===== config.mk =====
export PLATFORM = sky130hd
export DESIGN_NAME = serial_word_source_flat
export DESIGN_NICKNAME = d
export VERILOG_FILES = /design/src/rtl/serial_word_source_if.sv /design/src/rtl/serial_word_source.sv /design/src/flat_wrapper.sv
export SDC_FILE = /design/constraint.sdc
export NUM_CORES = 1
export LEC_CHECK = 0
export ABC_AREA = 0
export ABC_CLOCK_PERIOD_IN_PS = 2029
export CAP_MARGIN = 20
export CORE_AREA = 2 2 57 59
export DETAILED_ROUTE_END_ITERATION = 7
export DIE_AREA = 0 0 59 61
export GPL_TIMING_DRIVEN = 1
export SETUP_SLACK_MARGIN = 0.02
export SKIP_LAST_GASP = 1
export SYNTH_ARGS = -nofsm -noshare
export SYNTH_HDL_FRONTEND = slang
export SYNTH_SLANG_ARGS = --single-unit

===== constraint.sdc =====
create_clock -name CLK -period 2.03 [get_ports CLK]
set_clock_uncertainty 0.05 [all_clocks]
set_input_delay 0.203 -clock CLK [delete_from_list [all_inputs] [get_ports CLK]]
set_output_delay 0.203 -clock CLK [all_outputs]
set_load 0.05 [all_outputs]

===== src/rtl/serial_word_source_if.sv =====
// Parallel word handshake into serial_word_source.
// A word moves on a rising edge where load && ready; ready never depends on load.
interface serial_word_source_if #(
  parameter int WIDTH = 8
);
  logic [WIDTH-1:0] din;
  logic             load;
  logic             ready;

  modport master (output din, output load, input ready);
  modport slave  (input din, input load, output ready);
endinterface


===== src/rtl/serial_word_source.sv =====
// Serialises parallel words onto a single bit line for the sequence detectors,
// with a one-word holding register so consecutive words stream without gaps.
module serial_word_source #(
  parameter int WIDTH     = 8,
  parameter bit MSB_FIRST = 1'b1,
  parameter bit IDLE_BIT  = 1'b0
) (
  input  logic                CLK,
  input  logic                CLR,
  serial_word_source_if.slave bus,
  output logic                x,
  output logic                busy,
  output logic                last,
  output logic                dbg_state_o
);

  localparam int CW = $clog2(WIDTH);
  localparam logic [CW-1:0] CNT_LAST = CW'(WIDTH - 1);

  typedef enum logic {
    ST_IDLE  = 1'b0,
    ST_SHIFT = 1'b1
  } state_e;

  state_e           state_q, state_d;
  logic [WIDTH-1:0] sh_q, sh_d;
  logic [WIDTH-1:0] hold_q, hold_d;
  logic             hold_v_q, hold_v_d;
  logic [CW-1:0]    cnt_q, cnt_d;
  logic             x_q, x_d;
  logic             busy_q, busy_d;
  logic             last_q, last_d;
  logic             accept;

  function automatic logic head_bit(input logic [WIDTH-1:0] w);
    return MSB_FIRST ? w[WIDTH-1] : w[0];
  endfunction

  function automatic logic [WIDTH-1:0] advance(input logic [WIDTH-1:0] w);
    return MSB_FIRST ? {w[WIDTH-2:0], 1'b0} : {1'b0, w[WIDTH-1:1]};
  endfunction

  assign bus.ready   = !hold_v_q;
  assign accept      = bus.load && !hold_v_q;
  assign x           = x_q;
  assign busy        = busy_q;
  assign last        = last_q;
  assign dbg_state_o = (state_q == ST_SHIFT);

  always_comb begin
    state_d  = state_q;
    sh_d     = sh_q;
    hold_d   = hold_q;
    hold_v_d = hold_v_q;
    cnt_d    = cnt_q;
    unique case (state_q)
      ST_IDLE: begin
        if (accept) begin
          sh_d    = bus.din;
          cnt_d   = '0;
          state_d = ST_SHIFT;
        end
      end
      ST_SHIFT: begin
        if (cnt_q == CNT_LAST) begin
          // Word boundary: a held word takes priority; ready is low here anyway.
          cnt_d = '0;
          if (hold_v_q) begin
            sh_d     = hold_q;
            hold_v_d = 1'b0;
          end else if (accept) begin
            sh_d = bus.din;
          end else begin
            state_d = ST_IDLE;
          end
        end else begin
          sh_d  = advance(sh_q);
          cnt_d = cnt_q + CW'(1);
          if (accept) begin
            hold_d   = bus.din;
            hold_v_d = 1'b1;
          end
        end
      end
      default: state_d = ST_IDLE;
    endcase
    busy_d = (state_d == ST_SHIFT);
    x_d    = busy_d ? head_bit(sh_d) : IDLE_BIT;
    last_d = busy_d && (cnt_d == CNT_LAST);
  end

  always_ff @(posedge CLK or posedge CLR) begin
    if (CLR) begin
      state_q  <= ST_IDLE;
      sh_q     <= '0;
      hold_q   <= '0;
      hold_v_q <= 1'b0;
      cnt_q    <= '0;
      x_q      <= IDLE_BIT;
      busy_q   <= 1'b0;
      last_q   <= 1'b0;
    end else begin
      state_q  <= state_d;
      sh_q     <= sh_d;
      hold_q   <= hold_d;
      hold_v_q <= hold_v_d;
      cnt_q    <= cnt_d;
      x_q      <= x_d;
      busy_q   <= busy_d;
      last_q   <= last_d;
    end
  end

endmodule


===== src/flat_wrapper.sv =====
// flat-port wrapper written by rule: the top's interface ports become plain ports
module serial_word_source_flat 
#(
  parameter int WIDTH     = 8,
  parameter bit MSB_FIRST = 1'b1,
  parameter bit IDLE_BIT  = 1'b0
)
  (CLK, CLR, x, busy, last, dbg_state_o, bus_din, bus_load, bus_ready);
  serial_word_source_if #(.WIDTH(WIDTH)) bus_i ();
  input  logic CLK;
  input  logic CLR;
  output logic x;
  output logic busy;
  output logic last;
  output logic dbg_state_o;
  input wire logic [$bits(bus_i.din)-1:0] bus_din;
  input wire logic [$bits(bus_i.load)-1:0] bus_load;
  output wire logic [$bits(bus_i.ready)-1:0] bus_ready;
  assign bus_i.din = bus_din;
  assign bus_i.load = bus_load;
  assign bus_ready = bus_i.ready;
  serial_word_source #(.WIDTH(WIDTH), .MSB_FIRST(MSB_FIRST), .IDLE_BIT(IDLE_BIT)) u_core (.CLK(CLK), .CLR(CLR), .bus(bus_i), .x(x), .busy(busy), .last(last), .dbg_state_o(dbg_state_o));
endmodule

; Yosys cells after proc, flatten, opt, wreduce, memory -nomap -nowiden
; Cells that the tools add are included.
[classes]
n_eq_ne = 2
bitwise_logic = 2
n_addsub = 1
n_mux = 14
n_reduce_logical = 6
[ops]
columns = cell, n
row1 = $mux W8, 3
row2 = $pmux W8 S2, 1
row3 = $eq A3 B3 Y1 const B, 2
row4 = $mux W1, 6
row5 = $mux W3, 2
row6 = $pmux W3 S2, 1
row7 = $add A3 B1 Y3 const B, 1
row8 = $reduce_and A3 Y1, 1
row9 = $logic_and A1 B1 Y1, 2
row10 = $not A1 Y1, 2
row11 = $pmux W1 S2, 1
row12 = $reduce_and A2 Y1, 1
row13 = $reduce_bool A2 Y1, 1
row14 = $logic_not A1 Y1, 1
[totals]
regBits = 23
output_inout_bits = 5

; Longest topological paths before layout
[depth]
word_depth = 7
ltp_mapped = 6
mapped_depth_nobuf = 5

; Least setup slack after synthesis
; No wires, ideal clock.
[synth_timing]
path_kind = register -> register
startpoint = register u_core.state_q, in the netlist u_core.dbg_state_o
endpoint = register u_core.hold_q[0]
path_stages_with_launch = 5
t_required_ns = 1.855
t_arrival_ns = 1.659
setup_slack_ns = 0.196
setup_time_ns = 0.125
path_buffers = 1
period_less_slack_ns = 1.834
cell_sequence = dfrtp_1 buf_2 inv_1 nor3_4 mux2_2
[synth_between]
elab_chain_len = 1
[synth_lines]
columns = element, line
row1 = from (decl), serial_word_source.sv:25  ; state_e state_q, state_d;
row2 = from (signal assigned), serial_word_source.sv:103  ; state_q <= state_d;
row3 = $reduce_and A3 Y1 (no source line), n/a
row4 = to (signal assigned), serial_word_source.sv:105  ; hold_q <= hold_d;
row5 = to (decl), serial_word_source.sv:27  ; logic [WIDTH-1:0] hold_q, hold_d;
; No other way between the ends.
; A chain may end at the register's enable or synchronous reset.

; Final worst setup path
[layout_timing]
startpoint = register u_core.cnt_q[0]
endpoint = register u_core.hold_q[0]
[layout_between]
elab_chain_len = 3
[layout_lines]
columns = element, line
row1 = from (decl), serial_word_source.sv:29  ; logic [CW-1:0] cnt_q, cnt_d;
row2 = from (signal assigned), serial_word_source.sv:107  ; cnt_q <= cnt_d;
row3 = $eq A3 B3 Y1, serial_word_source.sv:65  ; if (cnt_q == CNT_LAST) begin
row4 = $not A1 Y1 (no source line), n/a
row5 = $reduce_and A3 Y1 (no source line), n/a
; No other way between the ends.

==> results.md <==
- Status: finished, final reports clean
- Unique cell type count in the Yosys netlist: 25
- Number of hold violations in the final report: 0
- Post-synthesis register bit count: 22
- Post-synthesis sequential area ratio: 48.6%
- Placer's final routability congestion estimate: 0.701
- CTS HTree Levels: 1
- Total power: 0.00218 W
- Tcrit/Tclk final: 91.4%
- CTS Buf Count: 3
- CTS tree: built
- Worst skew pair latency: 0.31 ns
- Routed metal-1 wirelength: 1080 um
- Critical path's slowest cell: dfrtp_1
- Synth warnings: 0
- Antenna violations before repair: 0
- Worst path most repeated cell: ha_1
- Initial Utilization: 38.3%
- Pwr Density: 1620 mW/mm^2
- Vias in the first global route: 844
- Tightest Hold Check Type: input port to asynchronous set/reset pin
- HPWL Detailed: 1610 um
- Clock Pin Slew Worst Setup and Hold Paths: 0.13 ns
- Peak Freq: 0.539 GHz
- Die Ht: 61 um
- Synth area leader: dfrtp_1
- Post-Syn Area: 0.00113 mm^2
- Buffers plus inverters on the worst setup path: 0
- Post-synth top area share: 48.6%
- Crit. End Element: flop
- Max-cap viol count: 0
- Chip Width: 59 um
- Largest net degree at the start of global routing: 23
- Clock tree root buffer cell: clkbuf_4
- Final max-slew violation count: 0
- Syn_nets: 110
- DIE AREA: 0.00360 mm^2
- Detailed-route wire length per cell: 15.7 um
- Routed vias: 814
- CTS sink cnt: 22
- Clock tree buffer depth: 2
- Crit path cell chain: ha_1, ha_1, nor3_4, mux2_2
- Routed WL: 2280 um
- DR vias/cell: 5.61
- Asr flop ratio synth: 100%
- Critical path required time: 2.19 ns
- Ys flop type: dfrtp_1
- RSZ-0062 raised after global routing: false
- Worst Max-Slew Pin Slew: 0.488 ns
- Pre-antenna DRT Iters: 4
- CP max FO: 8
- Gr usage total: 14.2%
- Post-synth EDFFs: 0
- Avg Cell Area, Syn: 11.8 um^2
- Slowest stage delay, CP: 0.43 ns
- Share of cells above drive strength 1: 17.0%
- Core Footprint: 0.00295 mm^2
- # nets final: 127
- WL met3: 92 um
- Finish-stage setup viols: 0
- Ant diodes: 0
- Row count: 20
- Grt ovf: 0
- Crit path DAT: 2.01 ns
- Detailed-routed wire length on met2: 1100 um
- Mapped Cells: 96
- Most frequent cell after synthesis: dfrtp_1
- Port bufs: 15
- Setup TNS: 0 ns
- Delay-heaviest family, CP: adder cells
- First-pass GRT wire length: 3790 um
- Setup bufs post-CTS: 0
- Maximum vdd drop: 0.762 mV
- Leakage: 0.612 nW
- Layout Area Growth over Synthesis: 19.0%
- Top cells by area, synth: dfrtp_1, mux2i_1, mux2_2, a221oi_1, ha_1
- Kind of critical path: flop to flop
- CP Launch Type: flop
- Final Hold Slack: 0.162 ns
- Detailed-route DRC error count: 0
- Synth cell count leaders: dfrtp_1, mux2i_1, mux2_2
- Top layer in use: met4
- DR iter-0 viols: 7
- ANT nets after route: 0
- Slew margin rel.: 67.4%
- Tmin final: 1.85 ns
- I/O Pins: 16
tightest hold or removal path, stage by stage:
cell and delay, ns:
clkdlybuf4s50_1 0.40, inv_1 0.05, buf_4 0.28
sequential cells by signal, indices dropped and copies added (netlist names):
name / cells
u_core.hold_v_q: 1
u_core.last: 1
u_core.dbg_state_o: 1
u_core.x: 1
u_core.cnt_q: 3
u_core.hold_q: 8
u_core.sh_q: 7
metrics by stage:
step	std cells	instance area, um^2	worst slack [ns]	util, %
after global routing	145	1350	0.102	45.6
after global placement	141	1300	0.221	44.0
after detailed placement	141	1300	0.187	44.0
final	145	1350	0.175	45.6
after CTS	145	1350	0.162	45.6
after floorplan	96	1130	0.196	-
what timing repair did:
item,4_1_cts,5_1_grt
resized for setup,3,0
endpoints found under the hold margin,0,0
hold buffers,0,0
endpoints found under the setup margin,3,0
path summary, 6_finish.rpt:
path | cells past startpoint | slack [ns] | endpoint | start
worst max-delay path | 4 | 0.18 | u_core.hold_q[0]$_DFFE_PP0P_ | u_core.cnt_q[0]$_DFF_PP0_
worst min-delay path | 3 | 0.16 | u_core.hold_q[3]$_DFFE_PP0P_ | CLR
worst max register to register | 4 | 0.18 | u_core.hold_q[0]$_DFFE_PP0P_ | u_core.cnt_q[0]$_DFF_PP0_
worst min register to register | 1 | 0.46 | u_core.last$_DFF_PP0_ | u_core.cnt_q[0]$_DFF_PP0_
max in group asynchronous | 3 | 1.55 | u_core.cnt_q[2]$_DFF_PP0_ | CLR
min in group CLK | 1 | 0.46 | u_core.last$_DFF_PP0_ | u_core.cnt_q[0]$_DFF_PP0_
kinds of logic after synthesis:
logic type / count (synthesis) / synth area share, %
AO/OA/AOI/OAI: 21 / 12.9
flip-flops: 22 / 48.6
AND/OR/NAND/NOR: 20 / 10.7
multiplexers: 20 / 18.6
adder cells (fa/ha/maj): 3 / 3.32
buffers and inverters: 10 / 5.86
layout by cell type (no fill, tap or decap), types with 2 or more instances in the layout:
cell type	instances
a221oi_1	6
ha_1	3
nor2b_1	2
mux2i_1	12
inv_1	3
clkdlybuf4s50_1	12
dlygate4sd2_1	3
clkbuf_4	3
o22ai_1	6
mux2_2	8
nor2_1	3
nand2_1	6
o21ai_0	5
buf_4	4
nand3_1	3
dfrtp_1	22
a211oi_1	2
metal layers:
| layer | vias to the layer above | global-route usage, % |
|---|---|---|
| met5 | - | 0 |
| met4 | 0 | 5.84 |
| met3 | 2 | 1.92 |
| met2 | 14 | 23.8 |
| met1 | 415 | 18.5 |
| li1 | 383 | - |
cell type report:
type | count | area, um^2
clock inverter | 1 | 30.0
inverter | 3 | 11.3
tap | 33 | 41.3
timing repair buffer | 19 | 176
fill | 302 | 1610
sequential | 22 | 551
multi-input combinational | 64 | 515
clock buffer | 3 | 22.5
report_power, final:
| group | switching (W) | internal (W) |
|---|---|---|
| registers | 0.000172 | 0.000661 |
| clock network | 0.000141 | 0.000199 |
| logic | 0.000554 | 0.000457 |
(Power assumes the default switching activity.)
